File: src/rtl/pwm_gate_guard_pkg.sv
// Shared types and constants for the three-phase gate-drive guard.
// Leg states, trip cause codes and the default counter width.
package pwm_gate_guard_pkg;

  localparam int CNT_W_DEFAULT = 16;

  typedef enum logic [1:0] {
    IDLE  = 2'd0,
    HI_ON = 2'd1,
    LO_ON = 2'd2
  } leg_state_t;

  localparam logic [1:0] CAUSE_NONE = 2'b00;
  localparam logic [1:0] CAUSE_EXT  = 2'b01;
  localparam logic [1:0] CAUSE_SOFT = 2'b10;
  localparam logic [1:0] CAUSE_BOTH = 2'b11;

endpackage

File: src/rtl/pwm_gate_leg.sv
// One inverter leg: a dead-gap enforcing FSM that decodes directly to the gate pins,
// plus a sticky flag for simultaneous high/low requests.
module pwm_gate_leg
  import pwm_gate_guard_pkg::*;
#(
  parameter int CNT_W = CNT_W_DEFAULT
) (
  input  logic             Clk,
  input  logic             Reset_n,
  input  logic             force_idle,
  input  logic             pwm_hi,
  input  logic             pwm_lo,
  input  logic [CNT_W-1:0] min_dead,
  input  logic             st_clear,
  output logic             gate_h,
  output logic             gate_l,
  output logic             st_err
);

  leg_state_t       state_reg;
  leg_state_t       state_next;
  logic [CNT_W-1:0] dcnt_reg;
  logic             st_err_reg;
  logic             rh;
  logic             rl;
  logic             dead_ok;

  assign rh      = pwm_hi & ~pwm_lo;
  assign rl      = pwm_lo & ~pwm_hi;
  assign dead_ok = (dcnt_reg >= min_dead);

  always_ff @(posedge Clk) begin
    if (!Reset_n) begin
      state_reg <= IDLE;
    end else begin
      state_reg <= state_next;
    end
  end

  // Only IDLE can reach either on-state, so a side change always passes through the dead gap.
  always_comb begin
    state_next = state_reg;
    if (force_idle) begin
      state_next = IDLE;
    end else begin
      case (state_reg)
        IDLE: begin
          if (rh && dead_ok) begin
            state_next = HI_ON;
          end else if (rl && dead_ok) begin
            state_next = LO_ON;
          end
        end
        HI_ON:   if (!rh) state_next = IDLE;
        LO_ON:   if (!rl) state_next = IDLE;
        default: state_next = IDLE;
      endcase
    end
  end

  always_comb begin
    gate_h = (state_reg == HI_ON);
    gate_l = (state_reg == LO_ON);
  end

  // Held at zero while a gate is on, so it reads zero on the first IDLE cycle.
  always_ff @(posedge Clk) begin
    if (!Reset_n) begin
      dcnt_reg <= '0;
    end else if (state_reg == IDLE) begin
      if (dcnt_reg != {CNT_W{1'b1}}) begin
        dcnt_reg <= dcnt_reg + 1'b1;
      end
    end else begin
      dcnt_reg <= '0;
    end
  end

  always_ff @(posedge Clk) begin
    if (!Reset_n) begin
      st_err_reg <= 1'b0;
    end else if (pwm_hi && pwm_lo) begin
      st_err_reg <= 1'b1;
    end else if (st_clear) begin
      st_err_reg <= 1'b0;
    end
  end

  assign st_err = st_err_reg;

endmodule

File: src/rtl/pwm_gate_guard.sv
// Gate-drive guard: three dead-gap legs plus a filtered fault / soft trip latch
// that holds all gates low until a qualified clear.
module pwm_gate_guard
  import pwm_gate_guard_pkg::*;
#(
  parameter int CNT_W       = CNT_W_DEFAULT,
  parameter int SYNC_STAGES = 2
) (
  input  logic             Clk,
  input  logic             Reset_n,
  input  logic             Enable,
  input  logic [2:0]       PWM_Hi,
  input  logic [2:0]       PWM_Lo,
  input  logic [CNT_W-1:0] MinDead,
  input  logic [CNT_W-1:0] Fault_Filter,
  input  logic             Fault_n,
  input  logic             Soft_Trip,
  input  logic             Trip_Clear,
  output logic [2:0]       Gate_H,
  output logic [2:0]       Gate_L,
  output logic             Tripped,
  output logic [1:0]       Trip_Cause,
  output logic [2:0]       ST_Err
);

  logic [SYNC_STAGES-1:0] sync_reg;
  logic                   fs;
  logic [CNT_W-1:0]       filt_cnt_reg;
  logic                   ext_fault;
  logic                   trip_now;
  logic                   clear_ok;
  logic                   force_idle;
  logic                   tripped_reg;
  logic [1:0]             cause_reg;
  logic [1:0]             cause_next;

  // Flops preset to 1 so a reset never looks like a fault.
  always_ff @(posedge Clk) begin
    if (!Reset_n) begin
      sync_reg <= {SYNC_STAGES{1'b1}};
    end else begin
      sync_reg <= {sync_reg[SYNC_STAGES-2:0], Fault_n};
    end
  end

  assign fs = sync_reg[SYNC_STAGES-1];

  always_ff @(posedge Clk) begin
    if (!Reset_n || fs) begin
      filt_cnt_reg <= '0;
    end else if (filt_cnt_reg != {CNT_W{1'b1}}) begin
      filt_cnt_reg <= filt_cnt_reg + 1'b1;
    end
  end

  assign ext_fault  = !fs && (filt_cnt_reg >= Fault_Filter);
  assign trip_now   = ext_fault | Soft_Trip;
  // A clear can only succeed when no trip source is active in the same cycle.
  assign clear_ok   = Trip_Clear && fs && !Soft_Trip;
  assign force_idle = !Enable || tripped_reg || trip_now;

  always_comb begin
    cause_next = CAUSE_NONE;
    case ({ext_fault, Soft_Trip})
      2'b10:   cause_next = CAUSE_EXT;
      2'b01:   cause_next = CAUSE_SOFT;
      2'b11:   cause_next = CAUSE_BOTH;
      default: cause_next = CAUSE_NONE;
    endcase
  end

  always_ff @(posedge Clk) begin
    if (!Reset_n) begin
      tripped_reg <= 1'b0;
      cause_reg   <= CAUSE_NONE;
    end else if (!tripped_reg && trip_now) begin
      tripped_reg <= 1'b1;
      cause_reg   <= cause_next;
    end else if (clear_ok) begin
      tripped_reg <= 1'b0;
      cause_reg   <= CAUSE_NONE;
    end
  end

  assign Tripped    = tripped_reg;
  assign Trip_Cause = cause_reg;

  for (genvar gi = 0; gi < 3; gi++) begin : g_leg
    pwm_gate_leg #(
      .CNT_W (CNT_W)
    ) u_leg (
      .Clk        (Clk),
      .Reset_n    (Reset_n),
      .force_idle (force_idle),
      .pwm_hi     (PWM_Hi[gi]),
      .pwm_lo     (PWM_Lo[gi]),
      .min_dead   (MinDead),
      .st_clear   (clear_ok),
      .gate_h     (Gate_H[gi]),
      .gate_l     (Gate_L[gi]),
      .st_err     (ST_Err[gi])
    );
  end

endmodule

File: config.mk
export PLATFORM = sky130hd
export DESIGN_NAME = pwm_gate_guard
export DESIGN_NICKNAME = d
export VERILOG_FILES = /design/src/rtl/pwm_gate_guard_pkg.sv /design/src/rtl/pwm_gate_leg.sv /design/src/rtl/pwm_gate_guard.sv
export SDC_FILE = /design/constraint.sdc
export NUM_CORES = 1
export LEC_CHECK = 0
export CAP_MARGIN = 10
export CORE_MARGIN = 10
export CORE_UTILIZATION = 52
export DETAILED_ROUTE_END_ITERATION = 8
export PLACE_DENSITY = 0.77
export SYNTH_ARGS = -nofsm -noshare
export SYNTH_HDL_FRONTEND = slang
export SYNTH_HIERARCHICAL = 1
export SYNTH_SLANG_ARGS = --single-unit
File: constraint.sdc
create_clock -name Clk -period 2.2 [get_ports Clk]
set_input_delay 0.22 -clock Clk [delete_from_list [all_inputs] [get_ports Clk]]
set_output_delay 0.22 -clock Clk [all_outputs]
set_load 0.05 [all_outputs]
==> results of run 1 <==
==> worst max-delay path by stage <==
| stage | start | endpoint |
|---|---|---|
| floorplan | filt_cnt_reg[0] | g_leg[0].u_leg/state_reg[0] |
| global placement | Fault_Filter[0] | g_leg[1].u_leg/state_reg[0] |
| detailed placement | Fault_Filter[0] | g_leg[1].u_leg/state_reg[0] |
| CTS | Fault_Filter[1] | g_leg[1].u_leg/state_reg[0] |
| global route | filt_cnt_reg[0] | g_leg[1].u_leg/state_reg[0] |
| finish | filt_cnt_reg[0] | g_leg[1].u_leg/state_reg[0] |
==> cell type report <==
class | instances | share of cell area, %
Clock inverter | 3 | 1.34
Inverter | 68 | 3.80
Clock buffer | 13 | 2.37
Sequential cell | 78 | 23.3
Timing Repair Buffer | 88 | 11.9
Tap cell | 136 | 2.54
Multi-Input combinational cell | 489 | 54.7
==> metal layers <==
layer  wire length (um)  up-vias
li1                   -     2480
met1               5660     2301
met2               7120       77
met3                437       25
met4                302        0
met5                  0        -
==> critical path, delay by kind of cell (launching register included) <==
kind / cells / cell delay (ps)
compound gates: 3 / 540
fa+ha+maj: 1 / 200
buf+inv: 1 / 50
flops: 1 / 340
simple gates: 5 / 990
==> repair_timing <==
item                       CTS  global route
pin swaps                    3             2
setup endpoints to repair    6             7
buffers inserted             3             2
gates resized for setup     12            10
==> logic make-up after synthesis <==
logic type / count (synthesis) / synth area share (%)
adders and majority gates: 68 / 15.7
xor gates and xnor gates: 38 / 6.16
and+or+nand+nor: 258 / 27.2
AOI/OAI and AO/OA: 122 / 15.7
buffers and inverters: 77 / 5.77
DFF: 78 / 28.9
muxes: 3 / 0.556
==> per-stage QoR <==
step	hold WS [ps]	util (%)	area, um2
2_1_floorplan	293	-	5400
3_3_place_gp	393	61.4	6290
3_5_place_dp	407	61.4	6290
4_1_cts	415	64.9	6640
5_1_grt	423	65.6	6710
6_report	416	65.6	6710
==> power groups by stage <==
stage	clock network [uW]	logic, uW	registers, uW
floorplan	0	153	1510
global placement	0	326	1490
detailed placement	0	344	1490
CTS	1380	361	1460
global route	1440	410	1460
finish	1360	367	1460
==> placed cells by master, fill, tap and decap left out, drive strengths merged, types with 18 or more instances in the layout <==
cell and instances:
xnor2 33, dfxtp 78, a21oi 49, clkdlybuf4s50 55, ha 68, nand2 50, nor3 18, buf 33
inv 68, nor2 73, nand3 31
==> metrics.cfg, run 1 <==
[floorplanning]
num_io_pins=56
die_area_um2=14900
rows=37
die_y_um=122
die_w_um=122
core_area_um2=10200
start_util_pct=52.8

[global_route]
grt_pass1_wl_mm=23.0
grt_max_degree=17
grt_pass1_vias=5035
busiest_layer=met2
grt_overflow=0
antenna_found_initial=0
gr-usage-met3_pct=3.98
use_met2_pct=34.3
grt.total_usage_pct=18.6
grtUsageMet1_pct=20.8

[power_and_ir_drop]
p_switching_uw=745
ir_drop_mv=0.367
leakage_uw=0.00290
p_comb_share_pct=11.5
swShare_pct=23.4
finalPower_uw=3180
p_per_area_nw_per_um2=474
clock_power_share_pct=42.6
power_frac_seq_pct=45.8
power.internal_uw=2440

[setup_path]
timing.rr.end=g_leg[1].u_leg/state_reg[0]
crit_chain=inv_2, ha_4, nand2b_4, a2111oi_4, nand4b_1, a31oi_2, nand3b_1, nand2b_4, nor4b_4, o21a_1
cp.required_ps=2500
crit_arrival_ps=2470
end_kind=flip-flop
cpMostUsedCell=nand2b_4
critPathKind=flip-flop to flip-flop
r2r_slack_ps=30
rr_startpoint=filt_cnt_reg[0]
crit_fanout=3
crit_slowest_cell=dfxtp_2
slowest_delay_ps=340
cp-start-kind=flip-flop
reg2regPathDepth=10

[synth]
synth_ff_type=dfxtp_1
yosysTopAreaCell=dfxtp_1
synthArstFlopShare_pct=0
syn_area_per_cell_um2=8.39
synthesis.nets=756
synth_common_cells=dfxtp_1 (78), nor2_1 (70), ha_1 (68), inv_1 (68), nand2_1 (47)
synth-edff-count=0
ys.warnings.count=6
netlist.area_leader.share_pct=28.9
ys_seq_elements=78
synth_cells=644
ys_seq_area_share_pct=28.9
synth_area_um2=5400
synthDistinctLibCells=52
synth.area.top_cells=dfxtp_1 (29%), ha_1 (16%), xnor2_1 (5.3%), nor2_1 (4.9%), inv_1 (4.7%)
post-synth-top-count-cell=dfxtp_1

[sta]
fin_setup_tns_ps=0
setup_ws_ps=31.9
max_freq_mhz=461
setup_viol=0
slew_viol_final=0
hold_viol_final=0
rsz0062_at_grt=true
post-route-period-util_pct=98.6
slew_headroom_pct=57.2
fin_worst_skew_ps=10.9
period_minus_slack_ps=2170
worstMarginPinSlew_ps=636

[placed_design]
portBuffers=55
post-place-cells=855
gp_congestion=0.883
pre_cts_ws_ps=-430
hpwl_mm=10.7

[cts]
cts_tree=done
worstSkewPairLatency_ps=360
clk_pin_slew_ps=80
h-tree-depth=3
holdBufCountCts=0
cts_buffers=9
clock_path_buffers=2
cts.sinks=78
cts_root_buf=clkbuf_8

[min_path]
hold_depth=1
hp-start=sync_reg[0]
min_to=sync_reg[1]
hp-class=flip-flop to flip-flop

[final_layout]
diodes=0
nets=846
drive_above_1_share_pct=14.2
final_cells=875
syn_to_final_growth_pct=24.1
fillCellCount=827
layout.area.seq_um2=1560
largest_reg_flops=48
multi_input_area_um2=3670

[routing]
drc=0
drtPass1Iterations=4
ant_nets=0
viasPerCell=5.58
wirelength_mm=13.5
drtIter0Drc=252
vias=4883
wire_per_inst_um=15.5

[run]
cap_viol_max_count=0

[outcome]
outcome=complete, no violations

Note: power is estimated with default switching activity, not from simulation.
==> run 2, diff against run 1 <==
ABC_CLOCK_PERIOD_IN_PS = 2200   (was unset)
CTS_CLUSTER_DIAMETER = 50   (was unset)
SLEW_MARGIN = 20   (was unset)
==> results of run 2 <==
Same layout as run 1: the final DEF is identical, and so are final timing and power.
